$ cat src/rtl/fc_classifier_fx.sv
// Fixed-point fully-connected classifier layer with argmax output.
// Operands arrive on a valid/ready stream; one shared MAC evaluates a product per cycle.
module fc_classifier_fx #(
  parameter  int N_IN   = 3,
  parameter  int N_CLS  = 2,
  parameter  int DATA_W = 16,
  parameter  int FRAC_W = 8,
  parameter  int ACC_W  = 40,
  localparam int IDX_W  = (N_CLS > 1) ? $clog2(N_CLS) : 1
) (
  input  logic              clk,
  input  logic              reset,
  input  logic              start,
  input  logic              in_valid,
  input  logic [DATA_W-1:0] in_data,
  output logic              in_ready,
  output logic              busy,
  output logic              done,
  output logic [IDX_W-1:0]  class_idx,
  output logic [N_CLS-1:0]  class_onehot,
  output logic [DATA_W-1:0] max_score
);

  localparam int LOAD_LEN = N_IN * (N_CLS + 1) + N_CLS;
  localparam int LOAD_W   = $clog2(LOAD_LEN);
  localparam int FEAT_W   = (N_IN > 1) ? $clog2(N_IN) : 1;
  localparam int PROD_W   = 2 * DATA_W;

  localparam logic [2:0] ST_IDLE   = 3'd0;
  localparam logic [2:0] ST_LOAD   = 3'd1;
  localparam logic [2:0] ST_MAC    = 3'd2;
  localparam logic [2:0] ST_ARGMAX = 3'd3;
  localparam logic [2:0] ST_DONE   = 3'd4;

  localparam logic signed [ACC_W-1:0] SAT_MAX = {{(ACC_W-DATA_W+1){1'b0}}, {(DATA_W-1){1'b1}}};
  localparam logic signed [ACC_W-1:0] SAT_MIN = {{(ACC_W-DATA_W+1){1'b1}}, {(DATA_W-1){1'b0}}};

  logic [2:0]               state;
  logic [LOAD_W-1:0]        load_cnt;
  logic [FEAT_W-1:0]        feat_cnt;
  logic [IDX_W-1:0]         cls_cnt;
  logic signed [ACC_W-1:0]  acc;
  logic [IDX_W-1:0]         best_idx;
  logic signed [DATA_W-1:0] best_score;

  logic signed [DATA_W-1:0] x_mem     [N_IN];
  logic signed [DATA_W-1:0] w_mem     [N_IN][N_CLS];
  logic signed [DATA_W-1:0] b_mem     [N_CLS];
  logic signed [DATA_W-1:0] score_mem [N_CLS];

  logic accept;
  logic last_word;
  logic last_feat;
  logic last_cls;

  assign accept    = in_valid && (state == ST_LOAD);
  assign last_word = (load_cnt == LOAD_W'(LOAD_LEN - 1));
  assign last_feat = (feat_cnt == FEAT_W'(N_IN - 1));
  assign last_cls  = (cls_cnt == IDX_W'(N_CLS - 1));

  assign in_ready = (state == ST_LOAD);
  assign busy     = (state != ST_IDLE);
  assign done     = (state == ST_DONE);

  // MAC datapath: accumulate the product, and on the last feature fold in the bias,
  // drop the extra fraction bits (floor) and clamp to the DATA_W range.
  logic signed [PROD_W-1:0] product;
  logic signed [ACC_W-1:0]  acc_base;
  logic signed [ACC_W-1:0]  acc_sum;
  logic signed [ACC_W-1:0]  biased;
  logic signed [ACC_W-1:0]  shifted;
  logic signed [DATA_W-1:0] score_sat;

  always_comb begin
    product  = PROD_W'(x_mem[feat_cnt]) * PROD_W'(w_mem[feat_cnt][cls_cnt]);
    acc_base = (feat_cnt == '0) ? SAT_MAX ^ SAT_MAX : acc;
    acc_sum  = acc_base + ACC_W'(product);
    biased   = acc_sum + (ACC_W'(b_mem[cls_cnt]) <<< FRAC_W);
    shifted  = biased >>> FRAC_W;
    if (shifted > SAT_MAX) begin
      score_sat = {1'b0, {(DATA_W-1){1'b1}}};
    end else if (shifted < SAT_MIN) begin
      score_sat = {1'b1, {(DATA_W-1){1'b0}}};
    end else begin
      score_sat = shifted[DATA_W-1:0];
    end
  end

  // Running argmax: class 0 seeds the search, later classes must be strictly larger.
  logic [IDX_W-1:0]         next_idx;
  logic signed [DATA_W-1:0] next_score;

  always_comb begin
    next_idx   = best_idx;
    next_score = best_score;
    if (cls_cnt == '0) begin
      next_idx   = '0;
      next_score = score_mem[0];
    end else if (score_mem[cls_cnt] > best_score) begin
      next_idx   = cls_cnt;
      next_score = score_mem[cls_cnt];
    end
  end

  // Operand and score storage survive reset; only the control path is cleared.
  always_ff @(posedge clk) begin
    if (accept) begin
      for (int i = 0; i < N_IN; i++) begin
        if (load_cnt == LOAD_W'(i)) x_mem[i] <= in_data;
      end
      for (int i = 0; i < N_IN; i++) begin
        for (int j = 0; j < N_CLS; j++) begin
          if (load_cnt == LOAD_W'(N_IN + i * N_CLS + j)) w_mem[i][j] <= in_data;
        end
      end
      for (int j = 0; j < N_CLS; j++) begin
        if (load_cnt == LOAD_W'(N_IN * (N_CLS + 1) + j)) b_mem[j] <= in_data;
      end
    end
    if (state == ST_MAC && last_feat) begin
      score_mem[cls_cnt] <= score_sat;
    end
  end

  always_ff @(posedge clk or posedge reset) begin
    if (reset) begin
      state        <= ST_IDLE;
      load_cnt     <= '0;
      feat_cnt     <= '0;
      cls_cnt      <= '0;
      acc          <= '0;
      best_idx     <= '0;
      best_score   <= '0;
      class_idx    <= '0;
      class_onehot <= '0;
      max_score    <= '0;
    end else begin
      case (state)
        ST_IDLE: begin
          if (start) begin
            state    <= ST_LOAD;
            load_cnt <= '0;
          end
        end
        ST_LOAD: begin
          if (in_valid) begin
            if (last_word) begin
              state    <= ST_MAC;
              load_cnt <= '0;
              feat_cnt <= '0;
              cls_cnt  <= '0;
            end else begin
              load_cnt <= load_cnt + 1'b1;
            end
          end
        end
        ST_MAC: begin
          acc <= acc_sum;
          if (last_feat) begin
            feat_cnt <= '0;
            if (last_cls) begin
              cls_cnt <= '0;
              state   <= ST_ARGMAX;
            end else begin
              cls_cnt <= cls_cnt + 1'b1;
            end
          end else begin
            feat_cnt <= feat_cnt + 1'b1;
          end
        end
        ST_ARGMAX: begin
          best_idx   <= next_idx;
          best_score <= next_score;
          if (last_cls) begin
            cls_cnt      <= '0;
            class_idx    <= next_idx;
            class_onehot <= {{(N_CLS-1){1'b0}}, 1'b1} << next_idx;
            max_score    <= next_score;
            state        <= ST_DONE;
          end else begin
            cls_cnt <= cls_cnt + 1'b1;
          end
        end
        ST_DONE: begin
          state <= ST_IDLE;
        end
        default: begin
          state <= ST_IDLE;
        end
      endcase
    end
  end

endmodule

$ cat config.mk
export PLATFORM = sky130hd
export DESIGN_NAME = fc_classifier_fx
export DESIGN_NICKNAME = d
export VERILOG_FILES = /design/src/rtl/fc_classifier_fx.sv
export SDC_FILE = /design/constraint.sdc
export NUM_CORES = 1
export LEC_CHECK = 0
export ABC_AREA = 1
export ABC_CLOCK_PERIOD_IN_PS = 10300
export BUFFER_PORTS_ARGS = -buffer_cell sky130_fd_sc_hd__buf_2
export CAP_MARGIN = 25
export CORE_ASPECT_RATIO = 0.9
export CORE_UTILIZATION = 48
export DETAILED_ROUTE_END_ITERATION = 10
export PLACE_DENSITY = 0.74
export SETUP_SLACK_MARGIN = 0.15
export SYNTH_ARGS = -nofsm -noshare
export SYNTH_HDL_FRONTEND = slang
export SYNTH_SLANG_ARGS = --single-unit
$ cat constraint.sdc
create_clock -name clk -period 10.3 [get_ports clk]
set_input_delay 1.03 -clock clk [delete_from_list [all_inputs] [get_ports clk]]
set_output_delay 1.03 -clock clk [all_outputs]
set_load 0.05 [all_outputs]
==> qor.yml, run 1 <==
fp.dieH_um: 223.0
final_util_pct: 54.51
drt_iter0_drc: 1666
r2r_slack_ns: 0.58
ys.flop_type: "edfxtp_1"
max-cap-violations: 0
syn-num-nets: 3365
relSlewSlack_pct: 44.43
arrival_ns: 10.01
synth_mux_area_share_pct: 0
start_util_pct: 48.83
core_um2: 53350
insertedDiodeCount: 0
clkTransAtPathRegs_ns: 0.06
first_global_vias: 20000
viasPerCell: 5.328
synthSimpleGateAreaFrac_pct: 15.62
crit_path_max_fanout: 23
port_buffers: 41
seqCellArea_um2: 8377
min_path_cells: 2
clock_sink_count: 293
dpl-instance-area_um2: 27450
hp-start: "max_score[8]$_DFFE_PP0P_"
hold_path_end: "max_score[8]$_DFFE_PP0P_"
required_ns: 10.59
wl_mm: 67.58
io_pins: 42
die_area_um2: 55220
rows: 80
rr_worst_depth: 40
worstSkewPairLatency_ns: 0.57
finalSetupViolCount: 0
cts_max_level: 2
multi_input_area_um2: 15260
fin_skew_ns: 0.03721
cts_hold_buffers: 0
post-synth-top-count-cell: "inv_1"
synth_edf_count: 208
nNetsFinal: 3478
synth_area_per_cell_um2: 9.135
drc: 0
dr.pass1.iters: 5
reg2reg_to: "score_mem[0][5]$_DFFE_PP_"
synth_cell_types: 50
finalHoldViolations: 0
critical-path-max-stage-delay_ns: 0.55
slowest_stage: "fa_1"
period_share_pct: 94.39
fin_tns_setup_ns: 0
gp_congestion: 0.9940
async_flop_share_pct: 29.01
vias: 19650
cp-start-kind: "flop"
cts_tree: "built"
critPathMostFrequentCell: "fa_1"
grtUsageTotal_pct: 25.51
ys_warn_count: 0
synth_xor_area_share_pct: 2.420
yosysSeqAreaShare_pct: 32.14
final_max_slew_viol_count: 0
ys_top_cells_by_area: "fa_1 (25%), edfxtp_1 (24%), inv_1 (8.5%), nand2_1 (8.4%), dfrtp_1 (8.2%)"
grt-ovfl-total: 0
antenna_found_initial: 1
tightestPinTransition_ns: 0.8336
ant_nets: 0
yosys.area_share.adder_pct: 33.21
cts_buffer_depth: 3
whs_ns: 0.4823
synthTopCellsByCount: "inv_1 (593), nand2_1 (581), fa_1 (331)"
grt_pass1_wl_mm: 108.8
clock.fmax_mhz: 102.9
r2r_start: "feat_cnt[0]$_DFFE_PP0P_"
syn2layout_area_growth_pct: 11.63
yosys.area.top_type: "fa_1"
rsz0062_at_grt: "no"
syn_inst: 2852
drive_above_1_share_pct: 8.930
yosysTopAreaCellShare_pct: 25.43
stdcell_area_um2: 29080
fillerInstances: 4721
fp.dieW_um: 247.6
hold_class: "reg2reg"
critPathCaptureType: "flop"
netlist_area_um2: 26050
synth_compound_area_share_pct: 6.791
cts-root-buf: "clkbuf_16"
critPathKind: "reg2reg"
synth-seq-cells: 293
cts_buffers: 35
synth_top_family_by_area: "adder cells"
avgRoutedWirePerCell_um: 18.33
grt_max_degree: 54
status: "finished, final reports clean"
hpwl_mm: 51.86
period_needed_ns: 9.722
## sequential cells by signal (all words and copies together), names as in the netlist
name,cells
load_cnt,4
w_mem,96
feat_cnt,2
max_score,16
best_score,16
best_idx,1
b_mem,32
x_mem,48
class_onehot,1
class_idx,1
state,3
score_mem,32
acc,40
cls_cnt,1
## how the worst max path moves through the flow
| stage | startpoint | endpoint | slack [ns] | cells after the start |
|---|---|---|---|---|
| after floorplan | feat_cnt[0]$_DFFE_PP0P_ | score_mem[0][10]$_DFFE_PP_ | 1.14 | 41 |
| after global placement | feat_cnt[1]$_DFFE_PP0P_ | score_mem[0][1]$_DFFE_PP_ | 0.29 | 44 |
| after detailed placement | feat_cnt[1]$_DFFE_PP0P_ | score_mem[0][1]$_DFFE_PP_ | 0.30 | 42 |
| after CTS | feat_cnt[1]$_DFFE_PP0P_ | score_mem[0][3]$_DFFE_PP_ | 0.18 | 42 |
| after global routing | feat_cnt[0]$_DFFE_PP0P_ | score_mem[1][8]$_DFFE_PP_ | 0.1 | 40 |
| final | feat_cnt[0]$_DFFE_PP0P_ | score_mem[0][5]$_DFFE_PP_ | 0.58 | 40 |
## critical path, delay by kind of cell (launching register included)
family	cells	cell delay, ns
adder cells (fa/ha/maj)	8	3.69
buffers and inverters	10	1.71
flip-flops	1	0.45
XOR/XNOR	2	0.54
AO/OA/AOI/OAI	4	0.93
AND/OR/NAND/NOR	16	2.08
## per-stage QoR
stage / setup WS [ns] / cells
final: 0.5779 / 3687
after global routing: 0.09810 / 3687
after CTS: 0.1751 / 3655
after detailed placement: 0.3011 / 3593
after global placement: 0.2851 / 3593
after floorplan: 1.144 / 2852
## timing repair
item / in CTS / in global routing
gates resized for setup: 0 / 42
setup endpoints to repair: 0 / 32
setup buffers: 0 / 26
hold endpoints to repair: 0 / 0
## cell type report
class	instances	area share (%)
Sequential cell	293	28.80
Clock buffer	41	3.231
Clock inverter	21	0.7701
Timing Repair Buffer	146	3.829
Multi-Input combinational cell	1886	52.46
Tap cell	697	2.999
Inverter	603	7.912
## metal layers
metal  GRT usage (%)  up-vias  part of all wire [%]
met1           37.00     9715                    43
met2           39.84      742                    46
met3           3.549      104                   8.1
li1                -     9084                     -
met4           7.560        0                   2.8
met5               0        -                     0
## cell usage in the layout (no fill, tap or decap), types with 6 or more instances in the layout
cell        netlist  final
nand3_2           5      6
nand2_1         581    577
o21ai_0          81     80
a31oi_1          12     12
clkbuf_16         0     38
ha_1            162    161
o21bai_1          8      7
clkinv_1          8      7
xnor2_1          31     30
nand4_1          15     15
a21o_1           12     12
nand2_2          10     11
fa_1            331    330
buf_2             1     41
nand3_1          81     80
nor3_1           10     10
inv_1           593    583
xor2_1           34     34
clkinvlp_4        0     10
buf_4             2     96
a221oi_1         13     11
a21oi_1         136    134
nor2_1          301    297
edfxtp_1        208    208
dfrtp_1          85     82
inv_2             2      6
o211ai_1         17     17
## logic make-up after synthesis
family          after synthesis
simple gates               1018
buf+inv                     675
fa+ha+maj                   493
compound gates              305
flops                       293
xor+xnor                     68
Power of run 1 is left out: the tool's default activity adds up to more than one toggle a clock period on the data nets, which glitch-free logic cannot reach.
==> run 2, diff against run 1 <==
- ABC_AREA: 1 -> not set
==> run 2 against run 1 <==
Against the previous run:
- non-clock buffer count is 65 higher
- final cell count is 7.4% lower
- global-route usage is 0.99 points lower
- critical path depth is 2 lower
- hold slack worse by 0.014 ns
- core utilization is 2.0 points higher
- synthesized area is 2.8% higher
- register-to-register slack worse by 0.27 ns
- wire length is 2.3% higher
==> qor.yml, run 2 <==
final_util_pct: 56.47
hpwl_mm: 52.29
yosys.area.top_type: "fa_1"
core_um2: 54730
clock_sink_count: 293
relSlewSlack_pct: 29.97
netlist_area_um2: 26780
grtUsageTotal_pct: 24.52
vias: 19530
yosys.area_share.adder_pct: 32.31
port_buffers: 41
avgRoutedWirePerCell_um: 20.25
reg2reg_to: "score_mem[0][3]$_DFFE_PP_"
final_max_slew_viol_count: 0
r2r_slack_ns: 0.31
path_delay_family: "adder cells"
dpl-instance-area_um2: 28420
required_ns: 10.64
cts-root-buf: "clkbuf_16"
dpl.cell_count: 3290
tightestPinTransition_ns: 1.044
async_flop_share_pct: 29.01
min_path_cells: 2
finalHoldViolations: 0
gp_congestion: 0.9661
period_share_pct: 97.00
viasPerCell: 5.718
status: "finished, final reports clean"
synthTopCellsByCount: "inv_1 (412), fa_1 (331), nand2_1 (237)"
ys.flop_type: "edfxtp_1"
ant_nets: 0
synth_area_per_cell_um2: 10.60
synth_edf_count: 208
rr_worst_depth: 38
clock.fmax_mhz: 100.1
hold_class: "reg2reg"
max-cap-violations: 0
critPathKind: "reg2reg"
largest_reg_flops: 96
fp.dieH_um: 226.1
grt-ovfl-total: 0
syn_inst: 2526
yosysSeqAreaShare_pct: 31.26
syn-num-nets: 3039
synth_cell_types: 96
fillerInstances: 4527
drive_above_1_share_pct: 19.96
crit_path_max_fanout: 6
synth_xor_area_share_pct: 2.509
critical-path-max-stage-delay_ns: 0.62
synth_top_family_by_area: "adder cells"
cts_tree: "built"
r2r_start: "feat_cnt[0]$_DFFE_PP0P_"
grt_pass1_wl_mm: 108.8
final_common_cell: "inv_1"
start_util_pct: 48.94
first_global_vias: 20050
drt_iter0_drc: 1520
synth-seq-cells: 293
antenna_found_initial: 1
finalSetupViolCount: 0
hold_path_end: "acc[10]$_DFFE_PP0N_"
dr.pass1.iters: 6
grt_max_degree: 55
die_area_um2: 56750
synth_mux_area_share_pct: 5.298
fin_skew_ns: 0.01214
arrival_ns: 10.33
insertedDiodeCount: 0
fin_cells: 3416
cts_buffers: 31
cts_max_level: 1
cp-start-kind: "flop"
rsz0062_at_grt: "yes"
cts_buffer_depth: 3
synth_compound_area_share_pct: 9.675
yosysTopAreaCellShare_pct: 24.74
stdcell_area_um2: 30910
post-synth-top-count-cell: "inv_1"
largestRegisters: "w_mem x96, x_mem x48, acc x40"
period_needed_ns: 9.991
final_cell_mix: "inv_1 (404), fa_1 (320), nand2_1 (230)"
critPathCaptureType: "flop"
synthSimpleGateAreaFrac_pct: 11.78
fp.dieW_um: 251.0
ys_top_cells_by_area: "fa_1 (25%), edfxtp_1 (23%), dfrtp_1 (7.9%), ha_1 (7.6%), inv_1 (5.8%)"
critPathBufInv: 10
io_pins: 42
top_register: "w_mem"
critPathMostFrequentCell: "buf_4"
drc: 0
slowest_stage: "fa_2"
nNetsFinal: 3202
wl_mm: 69.16
worstSkewPairLatency_ns: 0.59
clkTransAtPathRegs_ns: 0.06
syn2layout_area_growth_pct: 15.40
hp-start: "acc[10]$_DFFE_PP0N_"
ys_warn_count: 0
rows: 81
[run 2: cell types whose count changed in the layout (fill, tap and decap cells not counted), sizes merged, moves of 54 or more]
| cell | before | now |
|---|---|---|
| and2 | 1 | 55 |
| buf | 144 | 206 |
| inv | 594 | 412 |
| mux2 | 0 | 78 |
| nand2 | 592 | 238 |
| nor2 | 304 | 198 |
[run 2: final cells by class]
type | instances | area [um2] | area share (%)
sequential | 293 | 8379 | 27.11
multi-input combinational | 1737 | 17350 | 56.13
clock buffer | 40 | 809.5 | 2.619
clock inverter | 15 | 147.6 | 0.4777
tap | 705 | 882.1 | 2.854
inverter | 415 | 1562 | 5.052
timing repair buffer | 211 | 1778 | 5.753
[run 2: metrics by stage]
step | setup TNS, ns | setup slack (ns) | hold slack, ns
floorplan | 0 | 0.2558 | 0.4402
global placement | 0 | 0.1015 | 0.4549
detailed placement | -3.929 | -0.2526 | 0.4632
CTS | 0 | 0.1544 | 0.4762
global route | 0 | 0.04563 | 0.4895
finish | 0 | 0.3090 | 0.4686
[run 2: logic make-up (layout without fill, tap and decap cells)]
family                     after synthesis  in the layout
DFF                                    293            293
xor gates and xnor gates                70             70
adders and majority gates              493            493
and+or+nand+nor                        672            672
AOI/OAI and AO/OA                      379            379
buffers and inverters                  497            681
muxes                                  122            123
[run 2: what timing repair did]
action                     4_1_cts  5_1_grt
gates resized for setup         21      173
setup endpoints to repair       32       32
setup buffers                   17       44
pin swaps                        7       77
gates cloned                     1        7
hold buffers                     0        0
[run 2: routing by layer]
| layer | GRT usage, % | up-vias | share of wire [%] | wire length (um) |
|---|---|---|---|---|
| li1 | - | 8738 | - | - |
| met1 | 33.60 | 9936 | 42 | 28800 |
| met2 | 40.14 | 730 | 47 | 32840 |
| met3 | 3.481 | 128 | 7.2 | 4981 |
| met4 | 8.399 | 0 | 3.7 | 2534 |
| met5 | 0 | - | 0 | 0 |
[run 2: worst reg2reg max path, delay by kind of cell (launching register included)]
family	cells	cell delay, ns
adder cells (fa/ha/maj)	8	3.78
AND/OR/NAND/NOR	11	1.94
buffers and inverters	10	1.33
AO/OA/AOI/OAI	6	1.15
multiplexers	2	0.94
flip-flops	1	0.47
XOR/XNOR	1	0.15
[run 2: how the worst max path moves through the flow]
| stage | startpoint | endpoint | slack [ns] | depth (start not counted) |
|---|---|---|---|---|
| after global routing | feat_cnt[0]$_DFFE_PP0P_ | score_mem[0][3]$_DFFE_PP_ | 0.05 | 38 |
| after detailed placement | feat_cnt[0]$_DFFE_PP0P_ | score_mem[0][1]$_DFFE_PP_ | -0.25 | 38 |
| after floorplan | feat_cnt[0]$_DFFE_PP0P_ | score_mem[0][8]$_DFFE_PP_ | 0.26 | 43 |
| after CTS | feat_cnt[0]$_DFFE_PP0P_ | score_mem[0][1]$_DFFE_PP_ | 0.15 | 38 |
| final | feat_cnt[0]$_DFFE_PP0P_ | score_mem[0][3]$_DFFE_PP_ | 0.31 | 38 |
| after global placement | feat_cnt[0]$_DFFE_PP0P_ | score_mem[0][1]$_DFFE_PP_ | 0.10 | 36 |
Power of run 2 is left out for the same reason.
